===== src/rtl/arith_arb_pkg.sv =====
// Shared types and helpers for the arith_share_arb round-robin sequencer.
package arith_arb_pkg;

    localparam int DEF_W    = 32;
    localparam int DEF_NREQ = 2;

    typedef enum logic [1:0] {
        IDLE = 2'd0,
        EXEC = 2'd1,
        RESP = 2'd2
    } arb_state_t;

    function automatic int unsigned next_rr(input int unsigned id, input int unsigned nreq);
        return (id + 1) % nreq;
    endfunction

endpackage


===== src/rtl/arith_rr_pick.sv =====
// Combinational rotate-priority picker: first set bit of req at or above ptr, with wrap.
module arith_rr_pick #(
    parameter int NREQ = 2,
    parameter int IDW  = 2
) (
    input  logic [NREQ-1:0] req,
    input  logic [IDW-1:0]  ptr,
    output logic [NREQ-1:0] gnt,
    output logic [IDW-1:0]  gnt_id
);

    logic [NREQ-1:0]   rot;
    logic [NREQ-1:0]   oh;
    logic [2*NREQ-1:0] dbl;
    logic [IDW-1:0]    ofs;
    logic [IDW:0]      sum;
    logic              found;

    always_comb begin
        // rotate so ptr sits at bit 0, pick lowest, then rotate the grant back
        rot   = NREQ'({req, req} >> ptr);
        oh    = '0;
        ofs   = '0;
        found = 1'b0;
        for (int unsigned i = 0; i < NREQ; i++) begin
            if (!found && rot[i]) begin
                oh[i] = 1'b1;
                ofs   = IDW'(i);
                found = 1'b1;
            end
        end
        dbl    = {{NREQ{1'b0}}, oh} << ptr;
        gnt    = dbl[NREQ-1:0] | dbl[2*NREQ-1:NREQ];
        sum    = {1'b0, ptr} + {1'b0, ofs};
        gnt_id = (sum >= (IDW+1)'(NREQ)) ? IDW'(sum - (IDW+1)'(NREQ)) : IDW'(sum);
    end

endmodule


===== src/rtl/yArith.sv =====
// 32-bit add/subtract datapath: ctrl=1 computes a + ~b + 1, ctrl=0 computes a + b.
module yArith (
    output logic [31:0] z,
    output logic        cout,
    input  logic [31:0] a,
    input  logic [31:0] b,
    input  logic        ctrl
);

    assign {cout, z} = {1'b0, a} + {1'b0, b ^ {32{ctrl}}} + {32'd0, ctrl};

endmodule


===== src/rtl/arith_share_arb.sv =====
// Round-robin sequencer time-sharing one yArith among NREQ requesters.
// Optional ARITH_ARB_OVF_EN adds the registered signed-overflow output rsp_ovf.
module arith_share_arb
    import arith_arb_pkg::*;
#(
    parameter int NREQ = DEF_NREQ,
    parameter int W    = DEF_W,
    parameter int IDW  = 2
) (
    input  logic              clk,
    input  logic              reset,
    input  logic [NREQ-1:0]   req_valid,
    input  logic [NREQ*W-1:0] req_a,
    input  logic [NREQ*W-1:0] req_b,
    input  logic [NREQ-1:0]   req_sub,
    output logic [NREQ-1:0]   req_ready,
    output logic              rsp_valid,
    input  logic              rsp_ready,
    output logic [IDW-1:0]    rsp_id,
    output logic [W-1:0]      rsp_z,
    output logic              rsp_cout
`ifdef ARITH_ARB_OVF_EN
    ,
    output logic              rsp_ovf
`endif
);

    arb_state_t      state, state_nxt;
    logic [IDW-1:0]  rr_ptr, op_id, gnt_id;
    logic [NREQ-1:0] gnt;
    logic [W-1:0]    op_a, op_b, sel_a, sel_b, zw;
    logic            op_sub, sel_sub;
    logic [31:0]     ya, yb, yz;
    logic            ycout;

    arith_rr_pick #(.NREQ(NREQ), .IDW(IDW)) u_pick (
        .req    (req_valid),
        .ptr    (rr_ptr),
        .gnt    (gnt),
        .gnt_id (gnt_id)
    );

    always_comb begin
        sel_a   = '0;
        sel_b   = '0;
        sel_sub = 1'b0;
        for (int unsigned i = 0; i < NREQ; i++) begin
            if (gnt[i]) begin
                sel_a   = req_a[i*W +: W];
                sel_b   = req_b[i*W +: W];
                sel_sub = req_sub[i];
            end
        end
    end

    assign ya = 32'(op_a);
    assign yb = 32'(op_b);
    assign zw = W'(yz);

    yArith u_arith (
        .z    (yz),
        .cout (ycout),
        .a    (ya),
        .b    (yb),
        .ctrl (op_sub)
    );

    always_comb begin
        state_nxt = state;
        req_ready = '0;
        case (state)
            IDLE: begin
                req_ready = gnt;
                if (|req_valid) state_nxt = EXEC;
            end
            EXEC:    state_nxt = RESP;
            RESP:    if (rsp_ready) state_nxt = IDLE;
            default: state_nxt = IDLE;
        endcase
    end

    always_ff @(posedge clk) begin
        if (reset) begin
            state     <= IDLE;
            rr_ptr    <= '0;
            op_a      <= '0;
            op_b      <= '0;
            op_sub    <= 1'b0;
            op_id     <= '0;
            rsp_valid <= 1'b0;
            rsp_id    <= '0;
            rsp_z     <= '0;
            rsp_cout  <= 1'b0;
        end else begin
            state <= state_nxt;
            case (state)
                IDLE: if (|req_valid) begin
                    op_a   <= sel_a;
                    op_b   <= sel_b;
                    op_sub <= sel_sub;
                    op_id  <= gnt_id;
                end
                EXEC: begin
                    rsp_z     <= zw;
                    rsp_cout  <= ycout;
                    rsp_id    <= op_id;
                    rsp_valid <= 1'b1;
                    rr_ptr    <= IDW'(next_rr(32'(op_id), NREQ));
                end
                RESP: if (rsp_ready) rsp_valid <= 1'b0;
                default: ;
            endcase
        end
    end

`ifdef ARITH_ARB_OVF_EN
    logic ovf;
    assign ovf = (op_sub ? (op_a[W-1] != op_b[W-1]) : (op_a[W-1] == op_b[W-1]))
                 && (zw[W-1] != op_a[W-1]);

    always_ff @(posedge clk) begin
        if (reset)              rsp_ovf <= 1'b0;
        else if (state == EXEC) rsp_ovf <= ovf;
    end
`endif

endmodule


===== config.mk =====
export PLATFORM = sky130hd
export DESIGN_NAME = arith_share_arb
export DESIGN_NICKNAME = d
export VERILOG_FILES = /design/src/rtl/arith_arb_pkg.sv /design/src/rtl/arith_rr_pick.sv /design/src/rtl/yArith.sv /design/src/rtl/arith_share_arb.sv
export SDC_FILE = /design/constraint.sdc
export NUM_CORES = 1
export LEC_CHECK = 0
export CAP_MARGIN = 10
export CELL_PAD_IN_SITES_DETAIL_PLACEMENT = 2
export CELL_PAD_IN_SITES_GLOBAL_PLACEMENT = 2
export CORE_MARGIN = 2
export CORE_UTILIZATION = 30
export CTS_CLUSTER_DIAMETER = 50
export DETAILED_ROUTE_END_ITERATION = 10
export MAX_ROUTING_LAYER = met4
export PLACE_DENSITY = 0.84
export SLEW_MARGIN = 20
export SYNTH_ARGS = -nofsm -noshare
export SYNTH_HDL_FRONTEND = slang
export SYNTH_SLANG_ARGS = --single-unit

===== constraint.sdc =====
create_clock -name clk -period 6.7 [get_ports clk]
set_clock_uncertainty 0.15 [all_clocks]
set_input_delay 1.005 -clock clk [delete_from_list [all_inputs] [get_ports clk]]
set_output_delay 1.005 -clock clk [all_outputs]
set_load 0.01 [all_outputs]

==> After elaboration in Yosys (flattened, before gate mapping) <==
Index checks and enable logic that the tools add are counted.
{ "word_totals": {"reg_bits": 106, "output_inout_bits": 38, "wordCells": 48} }
{ "op_classes": {"addsub": 5, "n_lt_le_gt_ge": 1, "eq_ne": 4, "n_shift": 2, "muxes": 16, "n_bitwise": 2, "n_reduce_logical": 8} }
{ "ops": {"columns": ["cell", "n"], "rows": [
  ["$mux W32", 4],
  ["$add A32 B32 Y33", 1],
  ["$add A33 B1 Y33", 1],
  ["$xor A32 B32 Y32", 1],
  ["$mux W2", 4],
  ["$mux W1", 6],
  ["$pmux W2 S3", 1],
  ["$reduce_and A2 Y1", 3],
  ["$ne A2 B2 Y1 const B", 2],
  ["$shl A2 B1 Y4", 1],
  ["$shr A4 B1 Y2", 1],
  ["$ge A3 B2 Y1 const B", 1],
  ["$add A1 B1 Y2", 1],
  ["$eq A2 B1 Y1 const B", 1],
  ["$eq A2 B2 Y1 const B", 1],
  ["$logic_not A2 Y1", 1],
  ["$or A2 B2 Y2", 1],
  ["$pmux W1 S2", 1],
  ["$reduce_bool A2 Y1", 1],
  ["$reduce_or A2 Y1", 1],
  ["$sub A2 B2 Y2 const B", 1],
  ["$add A1 B1 Y1 const B", 1],
  ["$logic_and A1 B1 Y1", 1],
  ["$logic_not A1 Y1", 1]
]} }

==> Longest topological paths before layout <==
{ "depth": {"word_depth": 9, "ltp_mapped": 12} }

==> Hierarchy <==
A second synthesis with hierarchy kept.
{ "unflattened": {"cells_unflattened": 804, "area_unflattened_um2": 6949.2} }
{ "by_module_without_submodules": {"columns": ["module", "n_inst", "cells_each", "area_each_um2", "seq_area_each_um2"], "rows": [
  ["arith_share_arb", 1, 490, 4702.0, 2122.0],
  ["yArith", 1, 305, 2184.6, 0.0],
  ["arith_rr_pick", 1, 9, 62.6, 0.0]
]} }

==> Least setup slack after synthesis <==
OpenSTA, ideal clock, no wires.
{ "synth_timing": {"kind": "input to output", "start": "in req_valid[1]", "end": "out req_ready[1]", "arrival_time_ps": 2028, "t_required_ps": 5545, "slack_ps": 3517, "cell_stages": 4, "path_buffers": 2, "path_cell_list": "a21boi_0 > clkbuf_1 > clkbuf_1 > and2_1"} }
{ "synth_between": {"elab_chain_cells": 8} }
{ "synth_rtl": {"columns": ["element", "line", "text"], "rows": [
  ["start, declared", "arith_share_arb.sv:12", "input logic [NREQ-1:0] req_valid,"],
  ["$shr A4 B1 Y2 *", "arith_rr_pick.sv:21", "rot = NREQ'({req, req} >> ptr);"],
  ["$mux W1", "arith_rr_pick.sv:26", "if (!found && rot[i]) begin"],
  ["$logic_not A1 Y1", "arith_rr_pick.sv:26", null],
  ["$logic_and A1 B1 Y1", "arith_rr_pick.sv:26", null],
  ["$mux W1", "arith_rr_pick.sv:26", null],
  ["$shl A2 B1 Y4 *", "arith_rr_pick.sv:32", "dbl = {{NREQ{1'b0}}, oh} << ptr;"],
  ["$or A2 B2 Y2 *", "arith_rr_pick.sv:33", "gnt = dbl[NREQ-1:0] | dbl[2*NREQ-1:NREQ];"],
  ["$mux W2 *", "arith_share_arb.sv:71", "case (state)"],
  ["end, declared", "arith_share_arb.sv:16", "output logic [NREQ-1:0] req_ready,"]
]} }
Mark *: on every way between the ends. The rest lies on a longest branch, timed or not.

==> Worst setup path after layout <==
{ "layout_timing": {"start": "in req_valid[0]", "end": "out req_ready[0]"} }
Same word-level chain as after synthesis.

==> summary.md <==
| Metric | Value |
|---|---|
| Run status | complete, no violations |
| Met3 routed WL | 917 um |
| Seq/Total Area, Yosys | about a third |
| Final Max Slew Viols | 0 |
| Initial antenna violation count | 0 |
| Clock insertion delay at the later pin of the skew report | 0.36 ns |
| GRT Total Usage | 22.1% |
| Met2 WL | 10.8 mm |
| Vias in the first global route | 6864 |
| Max stage delay on crit path | 0.67 ns |
| Die height | 149 um |
| Ranking of synthesized cells by area | dfxtp_1 (33%), a221oi_1 (9.4%), ha_1 (6.9%) |
| CTS Buf Count | 9 |
| Starting Density | between 30% and 40% |
| Time the worst path needs with I/O delays and setup | ~3.8 ns |
| Per-cell routed wire length | 19.9 um |
| IO Pins | approximately 170 |
| Critical-path cell list | clkdlybuf4s50_1, a21boi_4, and2_1, clkdlybuf4s50_1 |
| CP max stage cell | clkdlybuf4s50_1 |
| Die width | 149 um |
| Die ar. | 22300 um2 |
| Crit path arrival time | 2.60 ns |
| Layout cell share with drive strength beyond 1 | 5.07% |
| YS warnings | 0 |
| Highest metal used | met4 |
| Mapped cell area | 6340 um2 |
| Worst EP required | 5.54 ns |
| First-pass GRT wire length | 38.0 mm |
| Hold Fails Final Rpt | 0 |
| Peak supply drop | 0.0982 mV |
| Max-cap violation count | 0 |
| Drt pass-1 iters | 4 |
| HPWL Detailed | 17.8 mm |
| Top-area cell type share of the netlist area | 33.5% |
| Top_reg_cell synth | dfxtp_1 |
| Max Buffers Root-to-Sink | 2 |
| Setup TNS | 0 ns |
| Ant. Diodes | 0 |
| CTS clk-pin slew, worst paths | 0.07 ns |
| Largest area contributor in the netlist | dfxtp_1 |
| Port Buffers | roughly 170 |
| Actual slew at the worst max-slew pin | 0.800 ns |
| Most common cell after layout, fill and taps aside | clkdlybuf4s50_1 |
| Core Util, Final | 40.9% |
| Nets | 1093 |
| Rows | 53 |
| Syn Area/Cell | 8.04 um2 |
| Asr flop ratio synth | 0% |
| DR vias/cell | 5.42 |
| Routed via count | 6518 |
| GP Congestion | 0.890 |
| Max FO, Critical Path | 6 |
| CTS tree | done |
| Most common cell on crit path | clkdlybuf4s50_1 |
| Grt total ovfl | 0 |
| Root buffer cell | clkbuf_16 |
| EDFF count, synth | 0 |
| PD cells | 260 nW/um2 |
| Critical Path End Type | output port |
| CTS resizes | 0 |
| Worst Hold Class | flip-flop to flip-flop |
| Worst Path Class, Setup | input pin to output port |
| Hold_buf cts | 0 |
| WL final | between 20 and 25 mm |
| Antenna-violating nets left | 0 |
| RSZ-0062 raised after global routing | false |
| Area growth, synth to finish | 34.7% |
| Critical path startpoint category | input pin |
| WHS | between 0.3 and 0.4 ns |
| Setup bufs post-CTS | 0 |
| Leakage | 3.40 nW |
| Met1 wire length | around 12 mm |
| Drt drc | 0 |
| Syn Nets | 960 |
| CTS Sinks | 106 |
| Htree depth | 3 |
| Library cells used by synthesis | 68 |
| Synth Register Bits | 106 |
| Rel. slew slack | 46.5% |
| Largest net degree at the start of global routing | 70 |
| Commonest non-fill, non-tap cells in the layout | clkdlybuf4s50_1 (171), dfxtp_1 (105), nor2_1 (97) |
| Final Cycle Share | 56.0% |
| # setup viols final | 0 |
| Core ar. | between 20000 and 25000 um2 |
| Iter 0 DRT Violations | 351 |
| Synthesized instance count | 789 |
| Fmax | 266 MHz |
## synth_stat cells (14+ instances only)
| cell type | number |
|---|---|
| a21o_1 | 14 |
| a221oi_1 | 68 |
| ha_1 | 35 |
| nand2_1 | 60 |
| a21oi_1 | 50 |
| inv_1 | 16 |
| nor3_1 | 84 |
| nor2_1 | 97 |
| o21ai_0 | 25 |
| nand3_1 | 18 |
| dfxtp_1 | 106 |
| xor2_1 | 36 |
| clkbuf_1 | 45 |
## cells by family (layout without fill, tap and decap cells)
family | Yosys count | count (layout) | synth area share [%]
mux | 3 | 3 | 0.473
flops | 106 | 106 | 33.5
buf+inv | 74 | 212 | 4.71
xor+xnor | 45 | 45 | 6.21
simple gates | 299 | 299 | 21.8
fa+ha+maj | 36 | 36 | 7.22
compound gates | 226 | 226 | 26.1
## cell type report
| class | count | area, um2 |
|---|---|---|
| Sequential cell | 106 | 2120 |
| Multi-Input combinational cell | 609 | 3960 |
| Inverter | 16 | 60.1 |
| Fill cell | 2367 | 12300 |
| Clock inverter | 5 | 36.3 |
| Timing Repair Buffer | 180 | 1780 |
| Tap cell | 275 | 344 |
| Clock buffer | 11 | 243 |
## worst max-delay path, delay by kind of cell
family | cells | cell delay [ns]
AO/OA/AOI/OAI | 1 | 0.25
buffers and inverters | 2 | 1.20
AND/OR/NAND/NOR | 1 | 0.14
## metal layers
layer	global-route usage (%)	vias up
li1	-	3178
met1	31.1	3175
met2	34.5	144
met3	2.32	21
met4	4.90	0
met5	-	-
## through the flow
step	instance area [um2]	power (mW)	instances	setup slack [ns]
after floorplan	6340	1.34	789	3.52
after global placement	8270	1.67	1186	2.96
after detailed placement	8270	1.69	1186	2.94
after CTS	8550	2.23	1202	2.93
after global routing	8550	2.36	1202	2.86
final	8550	2.22	1202	2.95
## report_power, final
group          total, mW  internal (mW)  switching [mW]  leakage (nW)
Sequential         0.760          0.708          0.0521         0.874
Combinational      0.935          0.384           0.552          2.39
Clock              0.526          0.265           0.261         0.140
Total               2.22           1.36           0.864          3.40
## path summary, 6_finish.rpt
check                       to    startpoint  depth (start not counted)  slack (ns)
setup reg to reg     rsp_z[30]        op_sub                         11        3.24
hold / removal       rsp_z[13]     rsp_z[13]                          2        0.30
hold reg to reg      rsp_z[13]     rsp_z[13]                          2        0.30
setup / recovery  req_ready[0]  req_valid[0]                          4        2.95
## registers in the layout, indices dropped and copies added (netlist names)
signal,flops
state,2
op_a,32
op_sub,1
op_id,2
rsp_z,32
rsp_id,2
rsp_cout,1
op_b,32
rr_ptr,1
rsp_valid,1
(Power assumes the default switching activity.)
